[src/rtl/uart_tx_serializer.sv]
// uart_tx_serializer: pops bytes from a standard (non-FWFT) FIFO and sends each as an 8N1/8N2 UART frame.
// Status outputs feed debug LEDs and the message loader's pacing.
module uart_tx_serializer #(
    parameter int CLKS_PER_BIT = 5208,
    parameter int STOP_BITS    = 1
) (
    input  logic        clk,
    input  logic        rst,
    input  logic        fifo_empty,
    input  logic [7:0]  fifo_dout,
    output logic        fifo_rd_en,
    output logic        tx_data,
    output logic        busy,
    output logic        frame_done,
    output logic [15:0] frames_sent
);
    generate
        if (CLKS_PER_BIT < 2 || CLKS_PER_BIT > 65535 || (STOP_BITS != 1 && STOP_BITS != 2)) begin : gBadParams
            $error("uart_tx_serializer: illegal CLKS_PER_BIT or STOP_BITS");
        end
    endgenerate

    typedef enum logic [2:0] {IDLE, FETCH, LATCH, START, DATA, STOP} stateType;

    localparam logic [15:0] LAST_CNT  = 16'(CLKS_PER_BIT - 1);
    localparam logic [2:0]  LAST_STOP = 3'(STOP_BITS - 1);

    stateType    state;
    logic [15:0] baudCnt;
    logic [2:0]  bitIdx;
    logic [7:0]  shiftReg;
    logic        bitEnd;

    assign bitEnd = baudCnt == LAST_CNT;

    always_ff @(posedge clk or posedge rst) begin
        if (rst) begin
            state       <= IDLE;
            baudCnt     <= '0;
            bitIdx      <= '0;
            shiftReg    <= '0;
            tx_data     <= 1'b1;
            fifo_rd_en  <= 1'b0;
            busy        <= 1'b0;
            frame_done  <= 1'b0;
            frames_sent <= '0;
        end else begin
            fifo_rd_en <= 1'b0;
            frame_done <= 1'b0;
            baudCnt    <= (state inside {START, DATA, STOP} && !bitEnd) ? baudCnt + 16'd1 : 16'd0;
            case (state)
                IDLE: if (!fifo_empty) begin
                    state      <= FETCH;
                    fifo_rd_en <= 1'b1;
                    busy       <= 1'b1;
                end
                FETCH: state <= LATCH;
                LATCH: begin
                    shiftReg <= fifo_dout;
                    tx_data  <= 1'b0;
                    state    <= START;
                end
                START: if (bitEnd) begin
                    tx_data  <= shiftReg[0];
                    shiftReg <= shiftReg >> 1;
                    state    <= DATA;
                end
                DATA: if (bitEnd) begin
                    // bitIdx wraps 7->0 here so STOP can reuse it to count stop bits
                    bitIdx   <= bitIdx + 3'd1;
                    tx_data  <= bitIdx == 3'd7 ? 1'b1 : shiftReg[0];
                    shiftReg <= shiftReg >> 1;
                    if (bitIdx == 3'd7) state <= STOP;
                end
                STOP: if (bitEnd) begin
                    bitIdx <= bitIdx == LAST_STOP ? 3'd0 : bitIdx + 3'd1;
                    if (bitIdx == LAST_STOP) begin
                        state       <= IDLE;
                        busy        <= 1'b0;
                        frame_done  <= 1'b1;
                        frames_sent <= frames_sent + 16'd1;
                    end
                end
                default: state <= IDLE;
            endcase
        end
    end
endmodule

[config.mk]
export PLATFORM = sky130hd
export DESIGN_NAME = uart_tx_serializer
export DESIGN_NICKNAME = d
export VERILOG_FILES = /design/src/rtl/uart_tx_serializer.sv
export SDC_FILE = /design/constraint.sdc
export NUM_CORES = 1
export LEC_CHECK = 0
export CORE_MARGIN = 5
export CORE_UTILIZATION = 59
export DETAILED_ROUTE_END_ITERATION = 8
export MAX_ROUTING_LAYER = met4
export PLACE_DENSITY = 0.82
export SLEW_MARGIN = 20
export SYNTH_ARGS = -nofsm -noshare
export SYNTH_HDL_FRONTEND = slang
export SYNTH_SLANG_ARGS = --single-unit
[constraint.sdc]
create_clock -name clk -period 4.12 [get_ports clk]
set_input_delay 0.824 -clock clk [delete_from_list [all_inputs] [get_ports clk]]
set_output_delay 0.824 -clock clk [all_outputs]
set_load 0.02 [all_outputs]
Yosys cells after proc, flatten, opt, wreduce, memory -nomap -nowiden

Index checks and enable logic that the tools add are counted.

Bits in registers: 50
Latch bits: 0
Memory bits (writable): 0
Bits in read-only memories: 0
Input port bits: 11
Output and inout port bits: 20
Word-level logic and storage cells: 69
Memories: 0

Add/sub/neg operators: 3
Multipliers: 0
Div/mod/pow operators: 0
Magnitude comparators: 0
Equality and inequality tests: 14
Shifts and indexed selects: 0
Mux-type cells: 27
Bitwise operators: 0
Reduce and logical (&&, ||, !) cells: 16

Operator list:

| kind                                                   | number |
|---|---|
| adder 16 x 1 -> 16 bit (second input constant)         | 2 |
| 2-to-1 mux 3 bit                                       | 9 |
| one-hot mux 3 bit (6 select lines)                     | 1 |
| == test 16 x 13 -> 1 bit (second input constant)       | 1 |
| 2-to-1 mux 16 bit                                      | 1 |
| one-hot mux 8 bit (2 select lines)                     | 1 |
| 2-to-1 mux 1 bit                                       | 11 |
| == test 3 bit (second input constant)                  | 3 |
| AND reduction 3 bit                                    | 3 |
| 2-to-1 mux 8 bit                                       | 1 |
| inequality test 2 bit (second input constant)          | 4 |
| == test 3 x 2 -> 1 bit (second input constant)         | 2 |
| zero test 3 bit                                        | 2 |
| inequality test 2 x 1 -> 1 bit (second input constant) | 3 |
| one-hot mux 3 bit (2 select lines)                     | 1 |
| AND reduction 6 bit                                    | 1 |
| nonzero test 2 bit                                     | 3 |
| nonzero test 3 bit                                     | 2 |
| AND reduction 4 bit                                    | 1 |
| adder 3 x 1 -> 3 bit (second input constant)           | 1 |
| == test 3 x 1 -> 1 bit (second input constant)         | 1 |
| one-hot mux 1 bit (3 select lines)                     | 1 |
| one-hot mux 1 bit (2 select lines)                     | 1 |
| AND reduction 2 bit                                    | 1 |
| other kinds (3)                                        | 3 |

Depth between registers and ports, before layout

Word-level depth: 4
Mapped depth: 7
Gate-level depth less buffers: 6

Worst setup path after synthesis

Ideal clock, no wire load.

Kind: register to register
From: register baudCnt[3]
To: register frames_sent[1]
Data arrival time: 2.154 ns
Required time: 3.995 ns
Path slack: 1.841 ns
Stages on the path, launching flop included: 6
Buffers on the path: 1
Path through: dfrtp_1 -> or4_4 -> or4_4 -> buf_6 -> nor3_4 -> mux2_2

Word-level cells in the longest chain between the ends: 2

RTL lines:

| item                          | line | text |
|---|---|---|
| start: declaration            | 29   | `logic [15:0] baudCnt;` |
| start signal: assignment      | 50   | `baudCnt <= (state inside {START, DATA, STOP} && !bitEnd) ? baudCnt + 16'd1 : 16'd0;` |
| == test 16 x 13 -> 1 bit      | 34   | `assign bitEnd = baudCnt == LAST_CNT;` |
| AND reduction 3 bit (no line) | -    |  |
| end signal: assignment        | 81   | `frames_sent <= frames_sent + 16'd1;` |
| end: declaration              | 15   | `output logic [15:0] frames_sent` |

No other way between the ends.
A chain may end at the register's enable or synchronous reset.

Worst setup path in the final report

From: register baudCnt[3]
To: register shiftReg[1]

Word-level cells in the longest chain between the ends: 3

RTL lines:

| item                                     | line | text |
|---|---|---|
| == test 16 x 13 -> 1 bit                 | 34   |  |
| inequality test 2 x 1 -> 1 bit (no line) | -    |  |
| AND reduction 2 bit (no line)            | -    |  |
| end signal: assignment                   | 59   | `shiftReg <= fifo_dout;` |
| end signal: assignment                   | 65   | `shiftReg <= shiftReg >> 1;` |
| end signal: assignment                   | 72   | `shiftReg <= shiftReg >> 1;` |
| end: declaration                         | 31   | `logic [7:0] shiftReg;` |

No other way between the ends.

==> reports/metrics.csv <==
stage,metric,value,unit
clock_tree,Max Buffers Root-to-Sink,2,
clock_tree,CTS Sinks,50,
detailed_routing,routed wire length per instance,16.24,µm
global_routing,gr ovfl total,0,
flow_run,maxcap violations,0,
place,DP HPWL,3499,µm
clock_tree,clock-pin slew on the worst setup and hold paths,0.08,ns
detailed_routing,Starting DRT DRC Count,156,
synthesis,Post-Syn Area,0.002490,mm²
worst_setup_path,Worst EP arrival,2.77,ns
worst_setup_path,WP data required,4.31,ns
place,Buffers on Ports,30,
clock_tree,CTS tree,yes,
global_routing,GRT met1 Usage,29.03,%
sta,Post-Route Setup TNS,0,ns
global_routing,Most Crowded Layer GR,met2,
global_routing,GRT Util Overall,20.74,%
die,Initial Utilization,61.36,%
layout,"most common cell after layout, fill and taps aside",dfrtp_1,
power_and_ir_drop,Max rail drop VDD,201.8,µV
global_routing,largest net degree at the start of global routing,51,
layout,ratio of cells with drive above 1 in the final layout,11.20,%
synthesis,syn avg cell area,10.92,µm²
die,IO Count,31,
worst_setup_path,Setup crit start kind,register,
die,Die Width,74.96,µm
place,Post-Place Cells,301,
detailed_routing,drt via density,5.874,
synthesis,Post-synth ARST share,100.0,%
run_status,status,finished clean,
synthesis,Post-Syn Nets,244,
worst_setup_path,worst setup path class,reg2reg,
synthesis,Post-synth EDFFs,0,
clock_tree,Post-CTS Hold Fix Bufs,0,
hold_path,type of the worst min-delay path,reg2reg,
detailed_routing,Final ANT Viol Nets,0,
synthesis,#FFs+latches synth,50,
synthesis,Main synth FF type,dfrtp_1,
detailed_routing,drt first pass iters,4,
clock_tree,CTS buffer count,5,
detailed_routing,residual DRC count,0,
sta,Slew Limit Headroom,44.43,%
layout,Synth-to-Final Area Change,16.08,%
power_and_ir_drop,Pleak,1.232,nW
layout,Antenna Cells,0,
layout,nets@finish,274,
layout,most frequent cells in the layout,"49 x dfrtp_1, 30 x clkdlybuf4s50_1, 20 x nor2_1",
clock_tree,quantity of gates resized following cts,0,
place,routability cong.,0.8670,
layout,Non-Filler Instances,309,
global_routing,initial antenna violation count,0,
sta,Tcrit/Tclk final,62.58,%
clock_tree,root buffer cell,clkbuf_8,
synthesis,"Seq/Total Area, Yosys",50.30,%
sta,Max Freq,0.3878,GHz
clock_tree,Post-CTS Setup Bufs,0,
sta,RSZ-0062 raised after global routing,no,
worst_setup_path,crit end category,register,
die,CORE AREA,0.004058,mm²
clock_tree,clk_lat worst skew,0.30,ns
global_routing,first-pass GRT wire length,8549,µm
worst_setup_path,peak fanout along the critical path,9,
synthesis,Post-Syn Instances,228,
place,dpl cell area,0.002809,mm²
power_and_ir_drop,cell area power density,274.3,mW/mm²
global_routing,number of global-route vias before repair,1807,
sta,Final Max Slew Viols,0,
sta,clock skew after layout,0.002789,ns
layout,Fill cells,321,
synthesis,Yosys cell types,44,
sta,Final Hold Fails,0,
detailed_routing,via count,1815,
die,Site Rows,23,
sta,final setup violation count,0,
die,die height,74.96,µm
layout,final instance area,0.002890,mm²
detailed_routing,WL final,5017,µm
power_and_ir_drop,Pwr Total,792.7,µW
sta,Worst Tran Pin Value,0.8267,ns
sta,min Tclk post-route,2.578,ns
clock_tree,CTS H-tree lvls,2,
synthesis,yosys synthesis warning count,0,
die,full die area,0.005619,mm²
global_routing,M3 GR Usage,4.539,%
global_routing,GRT met2 Usage,30.37,%
-- kinds of logic (layout without fill, tap and decap cells) --
kind of cell             count (synthesis)  count (layout)  synth area share [%]
flip-flops                              50              50                 50.30
AO/OA/AOI/OAI                           26              26                 7.941
adder cells (fa/ha/maj)                  5               5                 2.513
buffers and inverters                   16              47                 3.115
AND/OR/NAND/NOR                        102             102                 25.73
XOR/XNOR                                27              27                 9.498
multiplexers                             2               2                0.9045
-- area by class of cell --
type,instances,area [µm²],share of cell area [%]
Timing Repair Buffer,30,300.3,10.39
Clock buffer,8,80.08,2.771
Tap cell,50,62.56,2.165
Sequential cell,50,1252,43.33
Multi-Input combinational cell,162,1160,40.13
Inverter,9,35.03,1.212
-- layer usage --
layer  part of all wire, %  up-vias
met5                     0        -
met2                    45       44
met3                   5.2        8
met4                   1.4        0
met1                    49      878
li1                      -      885
-- power breakdown --
part,internal (mW),leakage (nW),switching [mW]
Sequential,0.494,0.638,0.00254
Combinational,0.0122,0.555,0.0114
Clock,0.121,0.0395,0.151
-- critical path: stages, from the launching register on --
cell     delay (ns)
dfrtp_1        0.45
or4_4          0.56
nor4_2         0.74
nand2_1        0.37
o221a_2        0.36
-- synth_stat cells, drive strengths merged, types with 3 or more instances --
cell,number,area (µm²)
a21oi,4,20.02
nand2,11,41.29
buf,4,32.53
inv,9,33.78
clkbuf,3,11.26
nand3b,3,22.52
xnor2,15,131.4
nor2,20,75.07
nand3,13,65.06
or4,3,30.03
ha,5,62.56
and3,5,32.53
dfrtp,49,1226
nand4,8,50.05
or3,10,62.56
o221a,7,78.83
xor2,12,105.1
nor3,10,76.33
o21ai,6,30.03
nor4,9,105.1
-- registers in the layout, indices dropped and copies added, names as in the netlist --
name and count:
baudCnt 16, bitIdx 3, busy 1, fifo_rd_en 1, frame_done 1, frames_sent 16, shiftReg 8, state 3
tx_data 1
-- stage by stage --
step,util [%],hold WS (ns),setup slack (ns)
detailed placement,69.23,0.4650,1.570
global route,71.23,0.4999,1.354
CTS,71.20,0.4762,1.553
floorplan,-,0.4474,1.841
finish,71.23,0.4741,1.542
global placement,69.23,0.4580,1.649
-- final timing paths --
check | from | end | slack [ns] | cells after the start
max in group asynchronous | rst | frames_sent[0]$_DFFE_PP0P_ | 2.66 | 2
worst max register to register | baudCnt[3]$_DFF_PP0_ | shiftReg[1]$_DFFE_PP0P_ | 1.54 | 4
min in group asynchronous | rst | shiftReg[5]$_DFFE_PP0P_ | 0.98 | 2
worst min-delay path | frames_sent[15]$_DFFE_PP0P_ | frames_sent[15]$_DFFE_PP0P_ | 0.47 | 1
worst min register to register | frames_sent[15]$_DFFE_PP0P_ | frames_sent[15]$_DFFE_PP0P_ | 0.47 | 1
worst max-delay path | baudCnt[3]$_DFF_PP0_ | shiftReg[1]$_DFFE_PP0P_ | 1.54 | 4
Note: power is estimated with default switching activity, not from simulation.
